<file path="src/rtl/poly_voice_controller_if.sv">
// Purpose: note-event, envelope-config and mixed-audio signals of poly_voice_controller.
// Latency: none, this is wiring only.
// Backpressure: none. Events are single-cycle strobes, outputs are free-running registers.
// Ports: master drives events/config and observes audio; slave is the controller itself.
interface poly_voice_controller_if #(
    parameter int NUM_VOICES = 4,
    parameter int PHASE_W    = 16,
    parameter int AMP_W      = 16,
    parameter int OUT_W      = 20
);
    logic                  note_on;
    logic                  note_off;
    logic [3:0]            note;
    logic [2:0]            octave;
    logic [PHASE_W-1:0]    phase_inc;
    logic                  env_tick;
    logic [AMP_W-1:0]      amp_max;
    logic [AMP_W-1:0]      attack_step;
    logic [AMP_W-1:0]      decay_step;
    logic [AMP_W-1:0]      sustain_level;
    logic [AMP_W-1:0]      release_step;
    logic [OUT_W-1:0]      wave_out;
    logic [NUM_VOICES-1:0] voices_active;
    logic                  voice_stolen;

    modport master (
        output note_on, note_off, note, octave, phase_inc, env_tick,
               amp_max, attack_step, decay_step, sustain_level, release_step,
        input  wave_out, voices_active, voice_stolen
    );

    modport slave (
        input  note_on, note_off, note, octave, phase_inc, env_tick,
               amp_max, attack_step, decay_step, sustain_level, release_step,
        output wave_out, voices_active, voice_stolen
    );
endinterface

</file>
<file path="src/rtl/poly_voice_controller.sv">
// Purpose: polyphonic note allocator with per-voice square oscillator, linear ADSR and saturating mixer.
// Latency: one clk from a note event or env_tick to wave_out / voices_active / voice_stolen.
// Backpressure: none. Every event is accepted; when all voices are busy one is stolen round-robin.
// Ports: clk, reset (sync, active-high); bus (slave modport) carries note events, envelope
//        config, wave_out, voices_active and voice_stolen.
module poly_voice_controller #(
    parameter int NUM_VOICES = 4,
    parameter int PHASE_W    = 16,
    parameter int AMP_W      = 16,
    parameter int OUT_W      = 20
) (
    input  logic                   clk,
    input  logic                   reset,
    poly_voice_controller_if.slave bus
);
    localparam int KEY_W = 7;
    localparam int IDX_W = $clog2(NUM_VOICES);
    // Sum width keeps a full unsigned env magnitude plus sign, plus growth for N voices.
    localparam int MAG_W = (OUT_W > AMP_W + 1) ? OUT_W : AMP_W + 1;
    localparam int SUM_W = MAG_W + IDX_W;

    localparam logic signed [SUM_W-1:0] OUT_MAX = {{(SUM_W-OUT_W+1){1'b0}}, {(OUT_W-1){1'b1}}};
    localparam logic signed [SUM_W-1:0] OUT_MIN = {{(SUM_W-OUT_W+1){1'b1}}, {(OUT_W-1){1'b0}}};

    typedef enum logic [2:0] {
        ST_IDLE,
        ST_ATTACK,
        ST_DECAY,
        ST_SUSTAIN,
        ST_RELEASE
    } voice_state_t;

    voice_state_t          state_q [NUM_VOICES];
    logic [AMP_W-1:0]      env_q   [NUM_VOICES];
    logic [PHASE_W-1:0]    phase_q [NUM_VOICES];
    logic [PHASE_W-1:0]    inc_q   [NUM_VOICES];
    logic [KEY_W-1:0]      key_q   [NUM_VOICES];
    logic [IDX_W-1:0]      steal_ptr_q;
    logic [OUT_W-1:0]      wave_out_q;
    logic [NUM_VOICES-1:0] voices_active_q;
    logic                  voice_stolen_q;

    voice_state_t          state_n [NUM_VOICES];
    logic [AMP_W-1:0]      env_n   [NUM_VOICES];
    logic [PHASE_W-1:0]    phase_n [NUM_VOICES];
    logic [PHASE_W-1:0]    inc_n   [NUM_VOICES];
    logic [KEY_W-1:0]      key_n   [NUM_VOICES];
    logic [IDX_W-1:0]      steal_ptr_n;
    logic [OUT_W-1:0]      wave_out_n;
    logic [NUM_VOICES-1:0] voices_active_n;

    logic [KEY_W-1:0]      ev_key;
    logic [AMP_W-1:0]      sus_lvl;
    logic                  retrig_hit;
    logic [IDX_W-1:0]      retrig_idx;
    logic                  idle_hit;
    logic [IDX_W-1:0]      idle_idx;
    logic [IDX_W-1:0]      alloc_idx;
    logic                  do_steal;
    logic signed [SUM_W-1:0] mag;
    logic signed [SUM_W-1:0] mix_sum;

    // Allocation is decided on the current registered state, before any same-cycle note_off.
    always_comb begin
        ev_key     = {bus.octave, bus.note};
        sus_lvl    = (bus.sustain_level > bus.amp_max) ? bus.amp_max : bus.sustain_level;
        retrig_hit = 1'b0;
        retrig_idx = '0;
        idle_hit   = 1'b0;
        idle_idx   = '0;
        // Scan downwards so the lowest matching index is the last one written.
        for (int i = NUM_VOICES - 1; i >= 0; i--) begin
            if (state_q[i] != ST_IDLE && key_q[i] == ev_key) begin
                retrig_hit = 1'b1;
                retrig_idx = IDX_W'(i);
            end
            if (state_q[i] == ST_IDLE) begin
                idle_hit = 1'b1;
                idle_idx = IDX_W'(i);
            end
        end
        alloc_idx   = retrig_hit ? retrig_idx : (idle_hit ? idle_idx : steal_ptr_q);
        do_steal    = bus.note_on && !retrig_hit && !idle_hit;
        steal_ptr_n = steal_ptr_q;
        if (do_steal) begin
            steal_ptr_n = (steal_ptr_q == IDX_W'(NUM_VOICES - 1)) ? '0 : steal_ptr_q + IDX_W'(1);
        end
    end

    // Per-voice next state. Precedence: envelope tick, then note_off, then note_on.
    always_comb begin
        for (int i = 0; i < NUM_VOICES; i++) begin
            state_n[i] = state_q[i];
            env_n[i]   = env_q[i];
            phase_n[i] = phase_q[i];
            inc_n[i]   = inc_q[i];
            key_n[i]   = key_q[i];

            if (state_q[i] != ST_IDLE) begin
                phase_n[i] = phase_q[i] + inc_q[i];
            end

            if (bus.env_tick) begin
                case (state_q[i])
                    ST_ATTACK: begin
                        if (env_q[i] >= bus.amp_max || bus.attack_step >= bus.amp_max - env_q[i]) begin
                            env_n[i]   = bus.amp_max;
                            state_n[i] = ST_DECAY;
                        end else begin
                            env_n[i] = env_q[i] + bus.attack_step;
                        end
                    end
                    ST_DECAY: begin
                        if (env_q[i] <= sus_lvl || env_q[i] - sus_lvl <= bus.decay_step) begin
                            env_n[i]   = sus_lvl;
                            state_n[i] = ST_SUSTAIN;
                        end else begin
                            env_n[i] = env_q[i] - bus.decay_step;
                        end
                    end
                    ST_SUSTAIN: begin
                        env_n[i] = sus_lvl;
                    end
                    ST_RELEASE: begin
                        if (env_q[i] <= bus.release_step) begin
                            env_n[i]   = '0;
                            state_n[i] = ST_IDLE;
                        end else begin
                            env_n[i] = env_q[i] - bus.release_step;
                        end
                    end
                    default: ;
                endcase
            end

            if (bus.note_off && key_q[i] == ev_key &&
                (state_q[i] == ST_ATTACK || state_q[i] == ST_DECAY || state_q[i] == ST_SUSTAIN)) begin
                state_n[i] = ST_RELEASE;
            end

            if (bus.note_on && alloc_idx == IDX_W'(i)) begin
                state_n[i] = ST_ATTACK;
                inc_n[i]   = bus.phase_inc;
                if (retrig_hit) begin
                    // Retrigger restarts the attack from wherever the envelope is now.
                    env_n[i]   = env_q[i];
                    phase_n[i] = phase_q[i];
                end else begin
                    key_n[i]   = ev_key;
                    env_n[i]   = '0;
                    phase_n[i] = '0;
                end
            end

            if (state_n[i] == ST_IDLE) begin
                phase_n[i] = '0;
            end
        end
    end

    // Mixer works on post-edge voice values so wave_out is one clk behind the event.
    always_comb begin
        mix_sum = '0;
        mag     = '0;
        voices_active_n = '0;
        for (int i = 0; i < NUM_VOICES; i++) begin
            voices_active_n[i] = (state_n[i] != ST_IDLE);
            mag = SUM_W'(env_n[i]);
            if (state_n[i] != ST_IDLE) begin
                if (phase_n[i][PHASE_W-1]) begin
                    mix_sum = mix_sum - mag;
                end else begin
                    mix_sum = mix_sum + mag;
                end
            end
        end
        if (mix_sum > OUT_MAX) begin
            wave_out_n = OUT_MAX[OUT_W-1:0];
        end else if (mix_sum < OUT_MIN) begin
            wave_out_n = OUT_MIN[OUT_W-1:0];
        end else begin
            wave_out_n = mix_sum[OUT_W-1:0];
        end
    end

    always_ff @(posedge clk) begin
        if (reset) begin
            for (int i = 0; i < NUM_VOICES; i++) begin
                state_q[i] <= ST_IDLE;
                env_q[i]   <= '0;
                phase_q[i] <= '0;
                inc_q[i]   <= '0;
                key_q[i]   <= '0;
            end
            steal_ptr_q     <= '0;
            wave_out_q      <= '0;
            voices_active_q <= '0;
            voice_stolen_q  <= 1'b0;
        end else begin
            for (int i = 0; i < NUM_VOICES; i++) begin
                state_q[i] <= state_n[i];
                env_q[i]   <= env_n[i];
                phase_q[i] <= phase_n[i];
                inc_q[i]   <= inc_n[i];
                key_q[i]   <= key_n[i];
            end
            steal_ptr_q     <= steal_ptr_n;
            wave_out_q      <= wave_out_n;
            voices_active_q <= voices_active_n;
            voice_stolen_q  <= do_steal;
        end
    end

    assign bus.wave_out      = wave_out_q;
    assign bus.voices_active = voices_active_q;
    assign bus.voice_stolen  = voice_stolen_q;
endmodule
</file>
<file path="src/flat_wrapper.sv">
// flat-port wrapper written by rule: the top's interface ports become plain ports
module poly_voice_controller_flat 
#(
    parameter int NUM_VOICES = 4,
    parameter int PHASE_W    = 16,
    parameter int AMP_W      = 16,
    parameter int OUT_W      = 20
)
  (clk, reset, bus_note_on, bus_note_off, bus_note, bus_octave, bus_phase_inc, bus_env_tick, bus_amp_max, bus_attack_step, bus_decay_step, bus_sustain_level, bus_release_step, bus_wave_out, bus_voices_active, bus_voice_stolen);
  poly_voice_controller_if #(.NUM_VOICES(NUM_VOICES), .PHASE_W(PHASE_W), .AMP_W(AMP_W), .OUT_W(OUT_W)) bus_i ();
  input  logic clk;
  input  logic reset;
  input wire logic [$bits(bus_i.note_on)-1:0] bus_note_on;
  input wire logic [$bits(bus_i.note_off)-1:0] bus_note_off;
  input wire logic [$bits(bus_i.note)-1:0] bus_note;
  input wire logic [$bits(bus_i.octave)-1:0] bus_octave;
  input wire logic [$bits(bus_i.phase_inc)-1:0] bus_phase_inc;
  input wire logic [$bits(bus_i.env_tick)-1:0] bus_env_tick;
  input wire logic [$bits(bus_i.amp_max)-1:0] bus_amp_max;
  input wire logic [$bits(bus_i.attack_step)-1:0] bus_attack_step;
  input wire logic [$bits(bus_i.decay_step)-1:0] bus_decay_step;
  input wire logic [$bits(bus_i.sustain_level)-1:0] bus_sustain_level;
  input wire logic [$bits(bus_i.release_step)-1:0] bus_release_step;
  output wire logic [$bits(bus_i.wave_out)-1:0] bus_wave_out;
  output wire logic [$bits(bus_i.voices_active)-1:0] bus_voices_active;
  output wire logic [$bits(bus_i.voice_stolen)-1:0] bus_voice_stolen;
  assign bus_i.note_on = bus_note_on;
  assign bus_i.note_off = bus_note_off;
  assign bus_i.note = bus_note;
  assign bus_i.octave = bus_octave;
  assign bus_i.phase_inc = bus_phase_inc;
  assign bus_i.env_tick = bus_env_tick;
  assign bus_i.amp_max = bus_amp_max;
  assign bus_i.attack_step = bus_attack_step;
  assign bus_i.decay_step = bus_decay_step;
  assign bus_i.sustain_level = bus_sustain_level;
  assign bus_i.release_step = bus_release_step;
  assign bus_wave_out = bus_i.wave_out;
  assign bus_voices_active = bus_i.voices_active;
  assign bus_voice_stolen = bus_i.voice_stolen;
  poly_voice_controller #(.NUM_VOICES(NUM_VOICES), .PHASE_W(PHASE_W), .AMP_W(AMP_W), .OUT_W(OUT_W)) u_core (.clk(clk), .reset(reset), .bus(bus_i));
endmodule
</file>
<file path="config.mk">
export PLATFORM = sky130hd
export DESIGN_NAME = poly_voice_controller_flat
export DESIGN_NICKNAME = d
export VERILOG_FILES = /design/src/rtl/poly_voice_controller_if.sv /design/src/rtl/poly_voice_controller.sv /design/src/flat_wrapper.sv
export SDC_FILE = /design/constraint.sdc
export NUM_CORES = 2
export LEC_CHECK = 0
export ABC_AREA = 1
export CORE_AREA = 2 2 192 336
export CTS_CLUSTER_SIZE = 12
export DETAILED_ROUTE_END_ITERATION = 16
export DIE_AREA = 0 0 194 338
export PLACE_DENSITY_LB_ADDON = 0.1
export SLEW_MARGIN = 30
export SYNTH_ARGS = -nofsm -noshare
export SYNTH_HDL_FRONTEND = slang
export SYNTH_SLANG_ARGS = --single-unit
</file>
<file path="constraint.sdc">
create_clock -name clk -period 38.9 [get_ports clk]
set_input_delay 7.78 -clock clk [delete_from_list [all_inputs] [get_ports clk]]
set_output_delay 7.78 -clock clk [all_outputs]
set_load 0.03 [all_outputs]
</file>
After elaboration in Yosys (flattened, before gate mapping)
Memory sizes are Yosys's and may differ from the RTL's.
Cells that the tools add are included.
{"block": "totals", "ff_bits": 27, "output_inout_bits": 25, "wordCells": 300, "mem_bits_rw": 232, "n_memories": 5}
{"block": "classes", "n_mux": 137, "n_eq_ne": 24, "bitwise_logic": 20, "add_sub_neg": 32, "reduce_logical": 54, "n_lt_le_gt_ge": 23}
{"name": "u_core.env_q", "words": 4, "width": 16, "read_ports": 4, "rd_clocked_by_memory_dff": 0, "wr": 4, "line_no": "poly_voice_controller.sv:34", "text": "logic [AMP_W-1:0] env_q [NUM_VOICES];"}
{"name": "u_core.inc_q", "words": 4, "width": 16, "read_ports": 4, "rd_clocked_by_memory_dff": 0, "wr": 4, "line_no": "poly_voice_controller.sv:36", "text": "logic [PHASE_W-1:0] inc_q [NUM_VOICES];"}
{"name": "u_core.phase_q", "words": 4, "width": 16, "read_ports": 4, "rd_clocked_by_memory_dff": 0, "wr": 4, "line_no": "poly_voice_controller.sv:35", "text": "logic [PHASE_W-1:0] phase_q [NUM_VOICES];"}
{"name": "u_core.key_q", "words": 4, "width": 7, "read_ports": 4, "rd_clocked_by_memory_dff": 0, "wr": 4, "line_no": "poly_voice_controller.sv:37", "text": "logic [KEY_W-1:0] key_q [NUM_VOICES];"}
{"name": "u_core.state_q", "words": 4, "width": 3, "read_ports": 4, "rd_clocked_by_memory_dff": 0, "wr": 4, "line_no": "poly_voice_controller.sv:33", "text": "voice_state_t state_q [NUM_VOICES];"}
{"op": "16-bit 2-to-1 mux", "n": 57}
{"op": "16-bit one-hot mux with 4 select lines", "n": 4}
{"op": "16-bit subtractor", "n": 16}
{"op": "16-bit <= comparator", "n": 12}
{"op": "22-bit 2-to-1 mux", "n": 8}
{"op": "16-bit adder", "n": 8}
{"op": "16-bit >= comparator", "n": 8}
{"op": "3-bit 2-to-1 mux", "n": 28}
{"op": "7-bit 2-to-1 mux", "n": 12}
{"op": "22-bit by 17-bit adder with 22-bit output", "n": 3}
{"op": "22-bit by 17-bit subtractor with 22-bit output", "n": 3}
{"op": "3-bit one-hot mux with 3 select lines", "n": 4}
{"op": "7-bit equality test", "n": 4}
{"op": "3-bit by 2-bit equality test with 1-bit output, second input constant", "n": 8}
{"op": "3-bit zero test", "n": 8}
{"op": "3-bit nonzero test", "n": 8}
{"op": "22-bit by 20-bit greater-than comparator with 1-bit output, second input constant", "n": 1}
{"op": "22-bit by 20-bit less-than comparator with 1-bit output, second input constant", "n": 1}
{"op": "2-bit 2-to-1 mux", "n": 11}
{"op": "20-bit 2-to-1 mux", "n": 1}
{"op": "1-bit OR", "n": 20}
{"op": "19-bit 2-to-1 mux", "n": 1}
{"op": "1-bit logical AND", "n": 18}
{"op": "1-bit by 16-bit subtractor with 17-bit output, first input constant", "n": 1}
{"op": "other kinds (11)", "n": 45}

Logic depth before layout (Yosys ltp)
An unclocked memory read counts as a cell.
{"block": "depth", "depth_word": 27, "ltp_mapped": 100}

Worst setup path after synthesis
OpenSTA, ideal clock, no wires.
{"block": "synth_path", "path_type": "in2reg", "start": "in bus_amp_max[15]", "end": "reg u_core.wave_out_q[10] (netlist: u_core.bus.wave_out[10])", "n_path_buf": 5, "arrival_time_ns": 18.580, "slack_ns": 20.179, "cell_stages": 91, "path_cell_list": "inv_1 > ha_1 > a21oi_1 > o21ai_0 > a21oi_1 > nand2_4 > nand2_4 > buf_6 > nand2_1 > o21a_1 > buf_4 > ha_1 > nand3_1 > nand2_1 > nand3_1 > nand3_1 > nand2_1 > o21ai_0 > (+55 left out) > a21oi_1 > ha_1 > nand2_1 > nor3_1 > a21oi_1 > or2_2 > nand2_1 > a21oi_1 > nand3_1 > nand3_1 > nand2_1 > nand2_2 > xnor2_2 > xor2_2 > inv_2 > nand2_4 > buf_12 > a21oi_2"}
{"block": "synth_between", "elab_chain_len": 26, "elab_cells_between_ends": 109, "classes_between": "add/sub (15); order compare (19); mux (59); reduce/logical (16)"}
{"item": "from (decl)", "line_no": "flat_wrapper.sv:19", "text": "input wire logic [$bits(bus_i.amp_max)-1:0] bus_amp_max;"}
{"item": "parallel branches: the longest is 22 deep, another holds 1-bit by 16-bit subtractor with 17-bit output"}
{"item": "22-bit 2-to-1 mux *", "line_no": "poly_voice_controller.sv:169", "text": "if (state_n[i] != ST_IDLE) begin"}
{"item": "22-bit by 20-bit less-than comparator with 1-bit output", "line_no": "poly_voice_controller.sv:179", "text": "end else if (mix_sum < OUT_MIN) begin"}
{"item": "20-bit 2-to-1 mux", "line_no": "poly_voice_controller.sv:179"}
{"item": "19-bit 2-to-1 mux *", "line_no": "poly_voice_controller.sv:177", "text": "if (mix_sum > OUT_MAX) begin"}
{"item": "to (signal assigned)", "line_no": "poly_voice_controller.sv:208", "text": "wave_out_q <= wave_out_n;"}
{"item": "to (decl)", "line_no": "poly_voice_controller.sv:39", "text": "logic [OUT_W-1:0] wave_out_q;"}
Mark *: on every way between the ends.
A chain may end at the register's enable or synchronous reset.

Worst setup path in the final report
{"block": "layout_path", "start": "in bus_amp_max[10]", "end": "reg u_core.wave_out_q[4] (netlist: u_core.bus.wave_out[4])"}
The elaborated chain is that of the path after synthesis.

==> key figures <==
Global routing
  • Largest net degree at the start of global routing: 76
  • Initial antenna violation count: 7
  • GR Overflow Total: 0
  • GRT Util Overall: roughly 47%
  • First-pass GRT wire length: about 230 mm
  • Vias in the first global route: between 40000 and 50000

Clock tree
  • Post-CTS setup buffer count: 0
  • Clk_lat worst skew: between 0.6 and 0.7 ns
  • CTS tree: built
  • CTS Root Cell: clkbuf_16
  • CTS clock-pin slew for the worst setup and hold paths: around 0.060 ns
  • TritonCTS Buffers: 26
  • Cts hold-fix bufs: 0
  • Max clock buf depth: 3
  • Gates resized, CTS repair: 0
  • H-tree Lvls: 1
  • CTS sink count: around 260

Worst setup path
  • Critical path's slowest cell: clkdlybuf4s50_1
  • WS Path Type: input port to register
  • Bufs and invs on worst path: 7
  • Slowest stage delay, CP: 1.00 ns
  • Worst reg2reg path depth: 70
  • Crit Path Max Fanout: 33
  • WP depth: 75
  • CP delay by family, top: simple AND/OR/NAND/NOR gates
  • Reg2reg start: u_core.env_q[0][17]
  • Worst Path Arrival: about 23 ns
  • Worst setup SP type: input port
  • Critical Path End Type: register
  • Most common cell on crit path: nand2_1
  • Worst endpoint required time: between 30 and 40 ns
  • Worst setup path start: bus_amp_max[10]

Floorplan
  • Die H: 338 microns
  • Core Area: roughly 0.063 sq mm
  • Die Wd: 194 microns
  • Row cnt: 122
  • Io pins: 133
  • Initial core utilization: between 50% and 60%
  • Die area: ~0.066 sq mm

STA
  • Hold Worst Slack: around 0.47 ns
  • RSZ-0062 raised after global routing: no
  • Skew final: approximately 0.038 ns
  • Worst Tran Pin Value: between 1 and 1.5 ns
  • Max Fclk: between 40 and 50 MHz
  • Final-report setup violation count: 0
  • Final hold violations: 0
  • Crit path setup slack, layout: between 15 and 20 ns
  • Final worst-path cycle share: between 50% and 60%
  • Rel. slew slack: 32.6%
  • Tmin final: around 23 ns
  • Setup tns final: 0 ns
  • Final-report max-slew violation count: 0

Layout
  • Fin cells: around 6700
  • Final net count: 6552
  • Share of cells above drive strength 1: just over 6%
  • Register area: a little over 0.005 sq mm
  • Area of the multi-input gates: 0.0289 sq mm
  • Final core occ: between 60 and 70%
  • Post-route cell area: slightly above 0.04 sq mm
  • Area growth syn-to-layout: 8.05%
  • Filler Cell Count: ~6000

Yosys
  • Yosys Warn Count: 0
  • Post-Syn Nets: between 6000 and 7000
  • Post-synth EDFFs: 0
  • Main synth FF type: dfxtp_1
  • Syn avg cell area: between 6 and 7 sq um
  • Post-Synthesis Cells: between 5000 and 6000
  • Register area share after synthesis: roughly 14%
  • Synth Register Bits: approximately 260
  • Netlist cell types: 81
  • Synthesized area: roughly 0.037 sq mm
  • Post-synth ARST share: 0%

Power and ir drop
  • PD cells: 73.2 mW/mm^2
  • Peak VDD IR: ~0.00008 V
  • Pwr Total: approximately 3.0 mW
  • Combinational power share: 80.1%
  • Psw: between 1.5 and 2 mW
  • Sequential share of power: between 10% and 20%
  • Clock share of power: under 10%
  • Lkg Pwr: roughly 20 nW
  • Sw Share: about 58%
  • Internal Power: between 1 and 1.5 mW

Drt
  • Routed len/inst: roughly 24 microns
  • 1st-iter DRT viols: around 3300
  • Post-route ant nets: 0
  • Via/cell ratio: around 6.2
  • Drt pass-1 iters: 6
  • Residual DRC: 0
  • Routed vias: 41500
  • Final WL: ~160 mm

Outcome
  • Outcome: finished clean

Job
  • MaxCap Viol Count: 0

Place
  • Placed insts: about 6600
  • Final GP Congestion: between 1 and 1.5
  • Placed Area: just under 0.04 sq mm
  • Dpl hpwl: between 100 and 150 mm
  • # port buffers: between 100 and 150
  • DP Worst Slack: 16.15 ns

Hold path
  • Hold depth: 2
  • Worst min path class: register to register
  • Worst hold path startpoint: u_core.key_q[0][13]
metal layers:
| metal | up-vias | GRT usage (%) | wire length [microns] |
|---|---|---|---|
| li1 | 19700 | - | - |
| met1 | 18900 | 46.3 | 52300 |
| met2 | 2007 | 78.1 | 71100 |
| met3 | 874 | 9.55 | 13100 |
| met4 | 6 | 53.4 | 22000 |
| met5 | - | 0 | 40 |
area by class of cell:
cell class | count | area share (%)
multi-input cells | 4645 | 71.5
flip-flops and latches | 259 | 12.8
inverters | 707 | 6.57
repair buffers | 212 | 4.75
well taps | 806 | 2.49
clock buffers | 30 | 1.67
clock inverters | 3 | 0.170
diodes | 2 | 0.0124
cells in the final DEF (no fill, tap or decap), types with 131 or more instances in the layout:
cell type	synthesis	layout
nand2_1	938	938
a21oi_1	701	701
inv_1	673	672
nor2_1	626	626
ha_1	568	568
o21ai_0	440	439
nand3_1	319	319
dfxtp_1	259	259
xor2_1	215	215
clkdlybuf4s50_1	0	131
registers in the layout, indices dropped and copies added, names as in the netlist:
signal,flops
u_core.state_q,12
u_core.steal_ptr_q,2
u_core.env_q,64
u_core.bus.wave_out,20
u_core.phase_q,64
u_core.bus.voices_active,4
u_core.key_q,28
u_core.bus.voice_stolen,1
u_core.inc_q,64
power by group through the flow:
| stage | clock, mW | combinational (mW) | sequential [mW] |
|---|---|---|---|
| 2_1_floorplan | 0 | 1.73 | 0.350 |
| 6_report | 0.243 | 2.37 | 0.345 |
| 4_1_cts | 0.244 | 2.32 | 0.341 |
| 3_5_place_dp | 0 | 2.30 | 0.346 |
| 3_3_place_gp | 0 | 2.27 | 0.346 |
| 5_1_grt | 0.253 | 2.62 | 0.346 |
synthesized netlist by cell type, types with 10 or more instances:
| master | number | area [sq um] |
|---|---|---|
| xor2_1 | 215 | 1880 |
| nor2_2 | 13 | 81.3 |
| fa_1 | 25 | 500 |
| o21ai_2 | 11 | 96.3 |
| o21ai_1 | 50 | 250 |
| nand3_2 | 23 | 230 |
| nand4_1 | 53 | 332 |
| a21oi_1 | 701 | 3510 |
| buf_2 | 12 | 60.1 |
| inv_2 | 26 | 97.6 |
| buf_4 | 13 | 97.6 |
| ha_1 | 568 | 7110 |
| dfxtp_1 | 259 | 5180 |
| o221ai_1 | 22 | 193 |
| o21ai_0 | 440 | 2200 |
| clkbuf_1 | 100 | 375 |
| o31ai_1 | 29 | 218 |
| o22ai_1 | 21 | 131 |
| o211ai_1 | 50 | 375 |
| inv_1 | 673 | 2530 |
| nor3_1 | 65 | 325 |
| nand3_1 | 319 | 1600 |
| nand3b_1 | 15 | 113 |
| nand2_4 | 14 | 158 |
| nor2_1 | 626 | 2350 |
| and2_1 | 10 | 62.6 |
| nor4_1 | 10 | 62.6 |
| xnor2_1 | 111 | 972 |
| or2_2 | 38 | 238 |
| a21o_1 | 22 | 165 |
| nand2_2 | 42 | 263 |
| a21oi_2 | 23 | 201 |
| nand2_1 | 938 | 3520 |
| a211oi_1 | 19 | 143 |
| buf_6 | 10 | 113 |
| o21bai_1 | 54 | 405 |
| a31oi_1 | 20 | 125 |
path summary, 6_finish.rpt:
path | slack, ns | to
hold / removal | 0.47 | u_core.key_q[0][13]
setup / recovery | 16.18 | u_core.bus.wave_out[4]
setup reg to reg | 24.86 | u_core.bus.wave_out[4]
hold reg to reg | 0.47 | u_core.key_q[0][13]
worst reg2reg max path, delay by kind of cell, from the launching register on:
kind,cells,cell delay (ns)
AO/OA/AOI/OAI,31,5.66
AND/OR/NAND/NOR,24,4.02
adder cells (fa/ha/maj),5,1.82
buffers and inverters,6,0.91
XOR/XNOR,4,0.76
flip-flops,1,0.67
logic make-up (layout without fill, tap and decap cells):
family                     Yosys count  in the layout  share of synthesized area (%)
muxes                                1              1                         0.0268
other                                0              2                              0
and+or+nand+nor                   2195           2195                           25.8
AOI/OAI and AO/OA                 1527           1527                           23.2
adders and majority gates          593            593                           20.3
buffers and inverters              851            952                           9.03
xor gates and xnor gates           329            329                           7.76
DFF                                259            259                           13.9
No activity file was read; power rests on OpenSTA's default activity.
